<file path="src/rtl/uart_rx_if.sv">
// Receive-side byte port of the UART: received byte with valid/ready handshake plus status.
interface uart_rx_if #(
    parameter int unsigned DATA_BITS = 8
);
    logic [DATA_BITS-1:0] data;
    logic                 valid;
    logic                 ready;
    logic                 busy;
    logic                 frame_error;
    logic                 overrun;

    modport master (
        output data, valid, busy, frame_error, overrun,
        input  ready
    );

    modport slave (
        input  data, valid, busy, frame_error, overrun,
        output ready
    );
endinterface

</file>
<file path="src/rtl/uart_rx.sv">
// 8N1-style UART receiver: start-bit mid-point alignment on rxClk-derived ticks,
// byte presented on a valid/ready port with framing-error and overrun pulses.
module uart_rx #(
    parameter int unsigned DATA_BITS  = 8,
    parameter int unsigned OVERSAMPLE = 16
) (
    input  logic      clk,
    input  logic      reset,
    input  logic      rxClk,
    input  logic      rx,
    uart_rx_if.master bus
);
    localparam int unsigned CW = $clog2(OVERSAMPLE);
    localparam int unsigned IW = $clog2(DATA_BITS + 1);

    localparam logic [CW-1:0] CNT_HALF = CW'(OVERSAMPLE / 2 - 1);
    localparam logic [CW-1:0] CNT_LAST = CW'(OVERSAMPLE - 1);
    localparam logic [IW-1:0] IDX_LAST = IW'(DATA_BITS - 1);

    typedef enum logic [1:0] {
        IDLE,
        START,
        DATA,
        STOP
    } state_t;

    state_t               state;
    logic [CW-1:0]        count;
    logic [IW-1:0]        bit_idx;
    logic [DATA_BITS-1:0] shift;

    logic rx_meta;
    logic rx_s;
    logic rxclk_d;
    logic tick_c;

    // Two-flop synchronizer on the asynchronous line plus rxClk edge history.
    always_ff @(posedge clk or posedge reset) begin
        if (reset) begin
            rx_meta <= 1'b1;
            rx_s    <= 1'b1;
            rxclk_d <= 1'b0;
        end else begin
            rx_meta <= rx;
            rx_s    <= rx_meta;
            rxclk_d <= rxClk;
        end
    end

    assign tick_c = rxClk & ~rxclk_d;

    always_ff @(posedge clk or posedge reset) begin
        if (reset) begin
            state           <= IDLE;
            count           <= '0;
            bit_idx         <= '0;
            shift           <= '0;
            bus.data        <= '0;
            bus.valid       <= 1'b0;
            bus.busy        <= 1'b0;
            bus.frame_error <= 1'b0;
            bus.overrun     <= 1'b0;
        end else begin
            bus.frame_error <= 1'b0;
            bus.overrun     <= 1'b0;
            if (bus.valid && bus.ready) begin
                bus.valid <= 1'b0;
            end

            if (tick_c) begin
                case (state)
                    IDLE: begin
                        if (!rx_s) begin
                            state    <= START;
                            count    <= '0;
                            bus.busy <= 1'b1;
                        end
                    end
                    START: begin
                        if (count == CNT_HALF) begin
                            count <= '0;
                            if (!rx_s) begin
                                state   <= DATA;
                                bit_idx <= '0;
                            end else begin
                                state    <= IDLE;
                                bus.busy <= 1'b0;
                            end
                        end else begin
                            count <= count + CW'(1);
                        end
                    end
                    DATA: begin
                        if (count == CNT_LAST) begin
                            // LSB arrives first, so shift right from the MSB end.
                            shift   <= {rx_s, shift[DATA_BITS-1:1]};
                            count   <= '0;
                            bit_idx <= bit_idx + IW'(1);
                            if (bit_idx == IDX_LAST) begin
                                state <= STOP;
                            end
                        end else begin
                            count <= count + CW'(1);
                        end
                    end
                    STOP: begin
                        if (count == CNT_LAST) begin
                            state    <= IDLE;
                            count    <= '0;
                            bus.busy <= 1'b0;
                            if (rx_s) begin
                                // New byte wins; a consume on this same clk is not an overrun.
                                bus.data  <= shift;
                                bus.valid <= 1'b1;
                                if (bus.valid && !bus.ready) begin
                                    bus.overrun <= 1'b1;
                                end
                            end else begin
                                bus.frame_error <= 1'b1;
                            end
                        end else begin
                            count <= count + CW'(1);
                        end
                    end
                    default: begin
                        state <= IDLE;
                    end
                endcase
            end
        end
    end
endmodule

</file>
<file path="src/flat_wrapper.sv">
// flat-port wrapper written by rule: the top's interface ports become plain ports
module uart_rx_flat 
#(
    parameter int unsigned DATA_BITS  = 8,
    parameter int unsigned OVERSAMPLE = 16
)
  (clk, reset, rxClk, rx, bus_data, bus_valid, bus_busy, bus_frame_error, bus_overrun, bus_ready);
  uart_rx_if #(.DATA_BITS(DATA_BITS)) bus_i ();
  input  logic clk;
  input  logic reset;
  input  logic rxClk;
  input  logic rx;
  output wire logic [$bits(bus_i.data)-1:0] bus_data;
  output wire logic [$bits(bus_i.valid)-1:0] bus_valid;
  output wire logic [$bits(bus_i.busy)-1:0] bus_busy;
  output wire logic [$bits(bus_i.frame_error)-1:0] bus_frame_error;
  output wire logic [$bits(bus_i.overrun)-1:0] bus_overrun;
  input wire logic [$bits(bus_i.ready)-1:0] bus_ready;
  assign bus_data = bus_i.data;
  assign bus_valid = bus_i.valid;
  assign bus_busy = bus_i.busy;
  assign bus_frame_error = bus_i.frame_error;
  assign bus_overrun = bus_i.overrun;
  assign bus_i.ready = bus_ready;
  uart_rx #(.DATA_BITS(DATA_BITS), .OVERSAMPLE(OVERSAMPLE)) u_core (.clk(clk), .reset(reset), .rxClk(rxClk), .rx(rx), .bus(bus_i));
endmodule
</file>
<file path="config.mk">
export PLATFORM = sky130hd
export DESIGN_NAME = uart_rx_flat
export DESIGN_NICKNAME = d
export VERILOG_FILES = /design/src/rtl/uart_rx_if.sv /design/src/rtl/uart_rx.sv /design/src/flat_wrapper.sv
export SDC_FILE = /design/constraint.sdc
export NUM_CORES = 1
export LEC_CHECK = 0
export CAP_MARGIN = 25
export CORE_ASPECT_RATIO = 0.8
export CORE_MARGIN = 1
export CORE_UTILIZATION = 50
export DETAILED_ROUTE_END_ITERATION = 16
export PLACE_DENSITY = 0.73
export SYNTH_ARGS = -nofsm -noshare
export SYNTH_HDL_FRONTEND = slang
export SYNTH_SLANG_ARGS = --single-unit
</file>
<file path="constraint.sdc">
create_clock -name clk -period 6.1 [get_ports clk]
set_clock_uncertainty 0.2 [all_clocks]
set_input_delay 1.22 -clock clk [delete_from_list [all_inputs] [get_ports clk]]
set_output_delay 1.22 -clock clk [all_outputs]
set_load 0.01 [all_outputs]
</file>
# Word level (Yosys, flattened, before mapping)
# Index checks and enable logic that the tools add are counted.
[totals]
out_inout_bits = 12
inputBits = 5
ramBits = 0
elab_cells = 75
register_bits = 33
mem_bits_ro = 0
memories = 0
latchBits = 0
[classes]
n_eq_ne = 13
n_reduce_logical = 13
shifts = 0
n_mul = 0
bitwise_logic = 2
n_mux = 33
n_addsub = 2
div_mod_pow = 0
magnitude_cmp = 0
[ops]
columns = ["cell", "n"]
rows = [
  ["$mux 4", 5],
  ["$mux 1", 18],
  ["$mux 2", 6],
  ["$pmux 4 s3", 1],
  ["$reduce_and 6->1", 2],
  ["$ne 2x1->1 const B", 5],
  ["$add 4x1->4 const B", 2],
  ["$eq 4x3->1 const B", 2],
  ["$pmux 2 s4", 1],
  ["$pmux 4 s2", 1],
  ["$reduce_and 5->1", 1],
  ["$eq 2x2->1 const B", 2],
  ["$eq 4x4->1 const B", 1],
  ["$ne 2x2->1 const B", 2],
  ["$reduce_and 4->1", 1],
  ["$pmux 1 s3", 1],
  ["$reduce_and 3->1", 1],
  ["$reduce_bool 3->1", 1],
  ["$eq 2x1->1 const B", 1],
  ["$logic_and 1x1->1", 2],
  ["$logic_not 2->1", 1],
  ["$reduce_and 2->1", 1],
  ["$reduce_bool 2->1", 1],
  ["$reduce_or 2->1", 1],
  ["other kinds (3)", 3],
]

# Logic depth before layout (Yosys ltp)
# Gate-level depths: netlist (run 1).
[depth]
word_depth = 7
depth_mapped = 6
ltp_nobuf = 5

# Worst setup path before layout (run 1)
# OpenSTA, ideal clock, no wires.
[synth_timing]
path_type = "input to register"
start = "in rxClk"
end = "reg u_core.shift[0]"
arrival_ns = 2.215
path_stages = 4
n_path_buf = 0
t_required_ns = 5.775
setup_ns = 0.125
path_slack_ns = 3.560
cell_sequence = "and4b_1 > o21ai_2 > nor3_4 > mux2_2"
[synth_via]
elab_chain_len = 2
[synth_rtl]
columns = ["element", "line_no", "rtl"]
rows = [
  ["from (decl)", "flat_wrapper.sv:11", "input logic rxClk;"],
  ["$and 1x1->1", "uart_rx.sv:50", "assign tick_c = rxClk & ~rxclk_d;"],
  ["$reduce_and 3->1 (no source line)", "-", ""],
  ["to (signal assigned)", "uart_rx.sv:96", "shift <= {rx_s, shift[DATA_BITS-1:1]};"],
  ["to (decl)", "uart_rx.sv:30", "logic [DATA_BITS-1:0] shift;"],
]
# Every way passes these cells.
# A chain may end at the register's enable or synchronous reset.

# Worst setup path after layout (run 1)
[layout_timing]
start = "in rxClk"
end = "reg u_core.bus.data[3]"
[layout_via]
elab_chain_len = 2
[layout_rtl]
columns = ["element", "line_no", "rtl"]
rows = [
  ["$and 1x1->1", "uart_rx.sv:50", ""],
  ["$reduce_and 4->1 (no source line)", "-", ""],
  ["to (signal assigned)", "uart_rx.sv:113", "bus.data <= shift;"],
  ["to (decl)", "uart_rx_if.sv:13", "output data, valid, busy, frame_error, overrun,"],
]
# Every way passes these cells.

==> results by group, run 1 <==
Final layout
  • Proportion of layout cells with a drive suffix above 1: 0.2464
  • Final instance area: approximately 1700 sq um
  • # diodes: 0
  • Area growth syn-to-layout: 18.95%
  • Final net count: 144

Timing
  • RSZ-0062 raised after global routing: no
  • Final setup fails: 0
  • Hold Fails Final Rpt: 0
  • Slew Limit Fails: 0
  • Post-route minimum period: around 3.0 ns
  • Actual slew at the worst max-slew pin: between 0.4 and 0.5 ns
  • Maximum clock frequency: about 330 MHz
  • Setup TNS Final: 0 ns
  • Period utilization: 0.4908
  • Slew HR: 0.6954

Clock tree
  • Clock Latency Late Sink: between 0.3 and 0.4 ns
  • Post-CTS Hold Fix Bufs: 0
  • Clk slew on worst S/H paths: 0.09 ns
  • CTS tree: yes
  • Root buffer cell: clkbuf_4
  • Post-CTS sizing: 0
  • Max clock buf depth: 2
  • CTS Buf Count: 5
  • Post-CTS Setup Inserts: 0
  • CTS sink count: 33
  • CTS HTree Levels: 2

Detailed routing
  • DRC viols: 0
  • DRT antenna net count: 0
  • Via count: around 970
  • Drt pass-1 iters: 6
  • Routed wire length: approximately 2.4 mm
  • Via/cell ratio: ~5.5
  • WL per Instance: between 10 and 15 um
  • First DRT Iteration DRCs: 36

Global routing
  • Vias in the first global route: ~950
  • GR Overflow Total: 0
  • Initial antenna violation count: 0
  • First-pass GRT wire length: 4.367 mm
  • Gr usage total: 0.1899
  • Pin count of the biggest net entering global routing: 34

Setup path
  • Reg2reg setup slack: roughly 3.9 ns
  • CP Class: input port to flip-flop
  • Max stage delay cell, worst path: clkdlybuf4s50_1
  • Worst Setup Start Kind: input port
  • Reg2reg start: u_core.count[0]$_DFFE_PP0P_
  • Endpoint type of the worst setup path: flip-flop
  • RR Endpoint: u_core.shift[4]$_DFFE_PP0P_
  • Max FO, Critical Path: 10
  • Worst path cell trace: clkdlybuf4s50_1 -> nand2b_1 -> nor3_1 -> and3_1 -> mux2_2
  • Crit-path max cell delay: approximately 0.51 ns
  • Reg2reg path depth: 5
  • Worst Path Required: 6.12 ns
  • Worst EP arrival: about 3.0 ns

Die
  • CORE AREA: between 2000 and 3000 sq um
  • Die span in y: approximately 50 um
  • Die area: around 3100 sq um
  • Die Wd: ~62 um
  • # IOs: 17
  • Placement Rows: 17
  • Initial core utilization: 0.5253

Placement
  • Final GP Congestion: between 0.8 and 0.9
  • IO Port Bufs: 16
  • DP Area: 1643 sq um
  • HPWL Detailed: around 1.6 mm

Logic synthesis
  • Net Count, Synth: approximately 120
  • Syn Area/Cell: 12.42 sq um
  • Ys Warns: 0
  • Post-Syn Instances: approximately 120
  • Cell variety after synth: 36
  • Register bit total from synthesis: 33
  • Post-synthesis cell area: around 1500 sq um
  • Register area share after synthesis: 0.5702

Hold path
  • Hold EP: u_core.rx_s$_DFF_PP1_
  • Hold Path Class: flip-flop to flip-flop
  • Worst hold start: u_core.rx_meta$_DFF_PP1_
  • Hold Crit Depth: 0

Power
  • Power Dens Cells: 308.1 nW/um^2
  • Total power: around 0.00053 W
  • Peak VDD IR: between 0.15 and 0.2 mV
  • Leakage: between 0.8 and 0.9 nW

Job
  • Max-cap violations: 0

Status
  • Status: finished, final reports clean
cell type report:
cell class,count,area (sq um)
flip-flops and latches,33,828.3
multi-input cells,75,580.6
inverters,5,18.77
repair buffers,17,167.7
clock buffers,7,55.05
well taps,38,47.55
fillers,230,1037
clock inverters,1,30.03
cells by family after synthesis:
| family | count (synthesis) | share of synthesized area |
|---|---|---|
| flops | 33 | 0.5702 |
| simple gates | 31 | 0.1370 |
| compound gates | 25 | 0.1137 |
| mux | 17 | 0.1318 |
| buf+inv | 9 | 0.03015 |
| fa+ha+maj | 2 | 0.01722 |
sequential cells by signal, indices dropped and copies added (netlist names), named ones only:
name                    cells
u_core.bus.data             8
u_core.rx_s                 1
u_core.state                1
u_core.count                4
u_core.rx_meta              1
u_core.bit_idx              4
u_core.bus.overrun          1
u_core.shift                8
u_core.bus.valid            1
u_core.bus.frame_error      1
u_core.rxclk_d              1
u_core.bus.busy             1
cells in the final DEF, fill, tap and decap left out, types with 2 or more instances in the layout:
| cell | n |
|---|---|
| a21oi_1 | 5 |
| clkbuf_4 | 5 |
| a31oi_1 | 3 |
| nor3_1 | 3 |
| o21ai_0 | 6 |
| ha_1 | 2 |
| clkdlybuf4s50_1 | 16 |
| dfrtp_1 | 31 |
| mux2_2 | 17 |
| and3_1 | 4 |
| nand2b_1 | 2 |
| a21o_1 | 2 |
| inv_1 | 5 |
| a22o_1 | 2 |
| nand3_1 | 4 |
| dfstp_2 | 2 |
| nor2_1 | 4 |
| nand2_1 | 4 |
synthesized netlist by cell type:
cell type,count,area (sq um)
a21o_1,2,15.01
buf_6,1,11.26
dfstp_2,2,52.55
nor3_1,3,15.01
a22o_1,2,17.52
buf_1,1,3.750
nor4b_2,1,15.01
nand2_1,4,15.01
o21ai_2,1,8.760
a22o_2,1,10.01
o21ai_0,6,30.03
buf_2,2,10.01
a31oi_1,3,18.77
mux2_2,17,191.4
a21oi_1,5,25.02
and3b_2,1,10.01
and3_1,4,25.02
o211ai_1,1,7.510
nand4_1,1,6.260
o22a_1,1,8.760
and4b_1,1,10.01
nand3b_1,1,7.510
nor3_4,1,16.27
inv_1,5,18.77
nor2_1,4,15.01
ha_1,2,25.02
nor3b_1,1,7.510
and2_2,1,7.510
dfrtp_1,31,775.7
nand3_1,4,20.02
a221oi_1,1,8.760
o22ai_1,1,6.260
nor2b_1,1,6.260
nand2b_1,2,12.51
or4b_2,1,10.01
o2bb2ai_1,1,8.760
metal layers:
layer	GRT usage	vias to the layer above	part of all wire
met5	0	-	0
met4	0.08140	0	0.014
met3	0.07500	5	0.049
met2	0.2784	22	0.43
met1	0.2519	481	0.50
li1	-	466	-
through the flow:
step	std cells	utilization	hold slack [ns]	setup WS, ns
after floorplan	117	-	0.1452	3.560
after global placement	168	0.5941	0.1462	2.813
after detailed placement	168	0.5941	0.1482	2.762
after CTS	176	0.6249	0.1619	3.131
after global routing	176	0.6249	0.1646	3.038
final	176	0.6249	0.1598	3.106
power by group:
part	switching (W)	total [W]	internal (W)
clock network	0.0000680	0.000166	0.0000978
logic	0.0000472	0.0000929	0.0000457
registers	0.0000355	0.000274	0.000238
worst max path at each step:
stage | from | end | slack (ns) | depth (start not counted)
global route | rxClk | u_core.bus.data[1]$_DFFE_PP0P_ | 3.04 | 5
floorplan | rxClk | u_core.shift[0]$_DFFE_PP0P_ | 3.56 | 4
detailed placement | rxClk | u_core.bus.data[3]$_DFFE_PP0P_ | 2.76 | 5
finish | rxClk | u_core.bus.data[3]$_DFFE_PP0P_ | 3.11 | 5
CTS | rxClk | u_core.bus.data[1]$_DFFE_PP0P_ | 3.13 | 5
global placement | rxClk | u_core.bus.data[6]$_DFFE_PP0P_ | 2.81 | 5
critical path: cells and delay by family:
family        cells  cell delay (ns)
mux               1             0.39
simple gates      3             0.89
buf+inv           1             0.51
(Power assumes the default switching activity.)
==> inputs of run 2 (changes only) <==
Clock period 6.1 ns to 2.8 ns, I/O delays scaled along.
==> run 2 against run 1 <==
- first-iteration DRC count down 44%
- critical path depth unchanged
- global-route usage down 0.31 points
- sequential power up 120%
- utilization unchanged
- non-clock buffer count up 2
- worst setup slack worse by 2.6 ns
- critical endpoint is now u_core.bus.data[6]$_DFFE_PP0P_
- worst hold slack worse by 0.00056 ns
- sequential share of layout area unchanged
- routed wire length up 2.6%
- via count up 3.1%
- clock power up 80%
==> results by group, run 2 (same netlist as run 1, synthesis figures left out) <==
Power
  • Power Dens Cells: roughly 630 nW/um^2
  • Leakage: a little over 0.8 nW
  • Total power: roughly 0.0011 W
  • Peak VDD IR: 0.5518 mV

Die
  • Die Wd: between 60 and 70 um
  • Die span in y: 50.21 um
  • Placement Rows: 17
  • Die area: 3126 sq um
  • Initial core utilization: 0.5253
  • CORE AREA: approximately 2800 sq um
  • # IOs: 17

Clock tree
  • CTS Buf Count: 5
  • CTS tree: yes
  • Post-CTS sizing: 0
  • Clk slew on worst S/H paths: roughly 0.090 ns
  • Clock Latency Late Sink: 0.33 ns
  • CTS HTree Levels: 2
  • Post-CTS Setup Inserts: 0
  • Post-CTS Hold Fix Bufs: 0
  • CTS sink count: 33
  • Max clock buf depth: 2
  • Root buffer cell: clkbuf_4

Setup path
  • Worst path cell trace: clkdlybuf4s50_1 -> nand2b_1 -> nor3_1 -> and3_1 -> mux2_2
  • CP Class: input port to flip-flop
  • Worst Setup Start Kind: input port
  • Worst Path Required: 2.81 ns
  • Max FO, Critical Path: 10
  • Endpoint type of the worst setup path: flip-flop
  • Worst EP arrival: 2.29 ns
  • Crit-path max cell delay: around 0.51 ns
  • Max stage delay cell, worst path: clkdlybuf4s50_1

Placement
  • HPWL Detailed: ~1.8 mm
  • IO Port Bufs: 16
  • Final GP Congestion: roughly 0.8
  • Pre-CTS setup slack: about 0.18 ns

Timing
  • Setup TNS Final: 0 ns
  • Hold Slack: roughly 0.16 ns
  • Period utilization: 0.8144
  • Hold Fails Final Rpt: 0
  • Final setup fails: 0
  • Slew HR: 0.7060
  • Post-route minimum period: 2.280 ns
  • RSZ-0062 raised after global routing: no
  • Actual slew at the worst max-slew pin: about 0.44 ns
  • Slew Limit Fails: 0
  • Setup WS post-layout: a little over 0.5 ns
  • Maximum clock frequency: approximately 440 MHz

Global routing
  • Gr usage total: 0.1868
  • First-pass GRT wire length: between 4 and 5 mm
  • Initial antenna violation count: 0
  • Pin count of the biggest net entering global routing: 34
  • GR Overflow Total: 0
  • Vias in the first global route: around 960

Final layout
  • Proportion of layout cells with a drive suffix above 1: 0.2643
  • Area growth syn-to-layout: 18.95%
  • Biggest regs: u_core.bus.data (8), u_core.shift (8)
  • Most common cell after layout, fill and taps aside: dfrtp_1
  • # diodes: 0
  • Commonest cells after routing, fill and taps aside: 31 x dfrtp_1, 17 x mux2_2, 16 x clkdlybuf4s50_1
  • Final net count: 146

Detailed routing
  • Via/cell ratio: ~5.6
  • Drt pass-1 iters: 4
  • Via count: roughly 1000
  • DRT antenna net count: 0
  • WL per Instance: roughly 14 um
  • Routed wire length: approximately 2.5 mm
  • First DRT Iteration DRCs: 20
  • DRC viols: 0

Status
  • Status: finished, final reports clean

Hold path
  • Hold Path Class: flip-flop to flip-flop

Job
  • Max-cap violations: 0
==> run 2: cell count changes in the layout (fill, tap and decap cells not counted) <==
cell       change
clkbuf_1       -1
buf_4          +2
clkbuf_8       +1
clkinv_2       +1
bufinv_16      -1
==> run 2: through the flow <==
step                  util  cell area, sq um  std cells
floorplan                -              1453        117
global placement    0.5995              1658        170
detailed placement  0.5995              1658        170
CTS                 0.6249              1728        178
global route        0.6249              1728        178
finish              0.6249              1728        178
==> run 2: metal layers <==
metal | vias up | global-route usage | part of all wire
met1 | 497 | 0.2307 | 0.46
li1 | 478 | - | -
met5 | - | 0 | 0
met2 | 24 | 0.2894 | 0.48
met4 | 0 | 0.1163 | 0.017
met3 | 5 | 0.05909 | 0.048
==> run 2: area by class of cell <==
cell class | instances | area, sq um
tap | 38 | 47.55
clock buffer | 7 | 65.06
multi-input combinational | 75 | 580.6
inverter | 5 | 18.77
sequential | 33 | 828.3
clock inverter | 1 | 5.005
fill | 213 | 1037
timing repair buffer | 19 | 182.7
==> run 2: worst max-delay path, delay by kind of cell <==
kind / cells / cell delay (ns)
multiplexers: 1 / 0.39
buffers and inverters: 1 / 0.51
AND/OR/NAND/NOR: 3 / 0.83
==> run 2: path summary, 6_finish.rpt <==
kind	from	to	slack [ns]	cells after the start
min reg2reg	u_core.rx_meta$_DFF_PP1_	u_core.rx_s$_DFF_PP1_	0.16	0
max	rxClk	u_core.bus.data[6]$_DFFE_PP0P_	0.52	5
min in group asynchronous	reset	u_core.count[3]$_DFFE_PP0P_	0.41	3
min	u_core.rx_meta$_DFF_PP1_	u_core.rx_s$_DFF_PP1_	0.16	0
max in group asynchronous	reset	u_core.rx_meta$_DFF_PP1_	1.65	3
max reg2reg	u_core.state[0]$_DFFE_PP0P_	u_core.shift[5]$_DFFE_PP0P_	0.57	4
==> run 2: report_power, final <==
| group | switching [W] | leakage, nW | total [W] | internal [W] |
|---|---|---|---|---|
| clock network | 0.000153 | 0.0413 | 0.000298 | 0.000145 |
| registers | 0.0000777 | 0.430 | 0.000597 | 0.000519 |
| logic | 0.000102 | 0.339 | 0.000202 | 0.000101 |
| total | 0.000332 | 0.810 | 0.00110 | 0.000765 |
==> inputs of run 3 (changes only) <==
Settings changed: CORE_UTILIZATION 50 to 49, PLACE_DENSITY 0.73 to 0.74.
Clock period 2.8 ns to 1.89 ns, I/O delays scaled along.
==> run 3 against run 2 <==
- power rose by 78%
- clock-buffer cell count fell by 1
- register-to-register slack got worse by 0.55 ns
- sequential cell count did not move
==> results by group, run 3 (same netlist as run 1, synthesis figures left out) <==
Global routing
  • Pin count of the biggest net entering global routing: 34
  • Global route hottest layer: met2
  • Gr usage total: 0.2380
  • Met3 usage: 0.09091
  • First-pass GRT wire length: 5.375 mm
  • Grt met1 use: 0.2800
  • Vias in the first global route: 1118
  • Initial antenna violation count: 0
  • Met2 usage: 0.3781
  • GR Overflow Total: 0

Clock tree
  • CTS Buf Count: 5
  • Max clock buf depth: 2
  • CTS HTree Levels: 2
  • CTS sink count: 33
  • CTS tree: yes
  • Clock Latency Late Sink: 0.30 ns
  • Post-CTS Hold Fix Bufs: 0
  • Root buffer cell: clkbuf_8
  • Clk slew on worst S/H paths: roughly 0.070 ns

Detailed routing
  • WL per Instance: ~16 um
  • First DRT Iteration DRCs: roughly 40
  • Via/cell ratio: 5.502
  • DRC viols: 0
  • Routed wire length: ~3.3 mm
  • Drt pass-1 iters: 4
  • DRT antenna net count: 0
  • Via count: 1117

Die
  • Initial core utilization: 0.5213
  • # IOs: 17
  • CORE AREA: ~2800 sq um
  • Die area: around 3200 sq um
  • Die Wd: ~63 um
  • Placement Rows: 17
  • Die span in y: 50.70 um

Timing
  • Slew HR: 0.7841
  • Slew Limit Fails: 0
  • Actual slew at the worst max-slew pin: 0.3238 ns
  • Final setup fails: 0
  • Hold Fails Final Rpt: 0
  • Setup WS post-layout: roughly 0.016 ns
  • Maximum clock frequency: around 530 MHz
  • RSZ-0062 raised after global routing: yes
  • Post-route minimum period: ~1.9 ns
  • Period utilization: 0.9915

Final layout
  • Storage element area: 830.8 sq um
  • Area growth syn-to-layout: 36.61%
  • Most common cell after layout, fill and taps aside: dfrtp_1
  • Final net count: around 170
  • Filler-free cell count of the finished design: ~200
  • Fill count: roughly 200
  • Proportion of layout cells with a drive suffix above 1: 0.4061
  • # diodes: 0
  • Commonest cells after routing, fill and taps aside: 29 x dfrtp_1, 26 x buf_4, 16 x mux2_2
  • Biggest regs: u_core.bus.data (8), u_core.shift (8)
  • Multi-input gate area in the final layout: between 600 and 700 sq um

Placement
  • Pre-CTS setup slack: -0.4431 ns
  • Dpl cells: 190
  • Final GP Congestion: ~0.90
  • HPWL Detailed: between 2 and 2.5 mm
  • IO Port Bufs: 16

Setup path
  • Worst Path Required: between 1.5 and 2 ns
  • Worst Setup Start Kind: flip-flop
  • CP Class: flip-flop to flip-flop
  • Worst EP arrival: 1.85 ns
  • Endpoint type of the worst setup path: flip-flop
  • Max FO, Critical Path: 9

Status
  • Status: finished, final reports clean

Power
  • Total power: roughly 0.002 W
  • Leakage: 0.9460 nW
  • Power Dens Cells: 982.4 nW/um^2
  • Peak VDD IR: between 0.6 and 0.7 mV

Job
  • Max-cap violations: 0

Hold path
  • Hold Path Class: flip-flop to flip-flop
## run 3: changes by cell type in the layout (fill, tap and decap cells not counted), sizes merged
cell,delta
buf,+25
clkbuf,-1
clkdlybuf4s50,-1
clkinv,+1
dlygate4sd2,+1
## run 3: final cells by class
cell class,instances,share of cell area
timing repair buffer,44,0.1986
clock inverter,2,0.005044
multi-input combinational,75,0.3077
inverter,5,0.009458
sequential,33,0.4187
clock buffer,6,0.03657
tap,38,0.02396
## run 3: worst max-delay path, stage by stage, from the launching register on
cell and delay [ns]:
dfstp_2 0.42, nor4b_4 0.37, o21ai_2 0.12, nor3_4 0.16
buf_12 0.15, mux2_2 0.33
## run 3: final timing paths
| check | cells past startpoint | start | to | slack [ns] |
|---|---|---|---|---|
| min reg2reg | 0 | u_core.rx_meta$_DFF_PP1_ | u_core.rx_s$_DFF_PP1_ | 0.16 |
| min | 0 | u_core.rx_meta$_DFF_PP1_ | u_core.rx_s$_DFF_PP1_ | 0.16 |
| max in group asynchronous | 3 | reset | u_core.rx_meta$_DFF_PP1_ | 1.01 |
| min in group asynchronous | 3 | reset | u_core.bus.data[1]$_DFFE_PP0P_ | 0.24 |
| max reg2reg | 5 | u_core.rx_s$_DFF_PP1_ | u_core.shift[5]$_DFFE_PP0P_ | 0.02 |
| max | 5 | u_core.rx_s$_DFF_PP1_ | u_core.shift[5]$_DFFE_PP0P_ | 0.02 |
## run 3: per-stage QoR
stage / cell area, sq um / utilization / hold WS, ns / TNS (ns)
floorplan: 1455 / - / 0.1452 / -0.3071
global placement: 1848 / 0.6632 / 0.1474 / -5.715
detailed placement: 1848 / 0.6632 / 0.1488 / -7.661
CTS: 1948 / 0.6991 / 0.1577 / 0
global route: 1984 / 0.7122 / 0.1633 / -0.6671
finish: 1984 / 0.7122 / 0.1560 / 0
## run 3: where the power goes
part	internal, W	total [W]	switching [W]
clock	0.000255	0.000512	0.000257
combinational	0.000315	0.000593	0.000278
sequential	0.000774	0.000844	0.0000699
## run 3: routing by layer
metal / vias to the layer above / wire (um) / part of all wire
li1: 522 / - / -
met1: 545 / 1416 / 0.43
met2: 38 / 1612 / 0.49
met3: 12 / 165 / 0.050
met4: 0 / 101 / 0.031
met5: - / 0 / 0
## run 3: what timing repair did
item,CTS,global route
buffers inserted,0,6
endpoints found under the setup margin,16,16
gates resized for setup,4,4
pin swaps,2,3
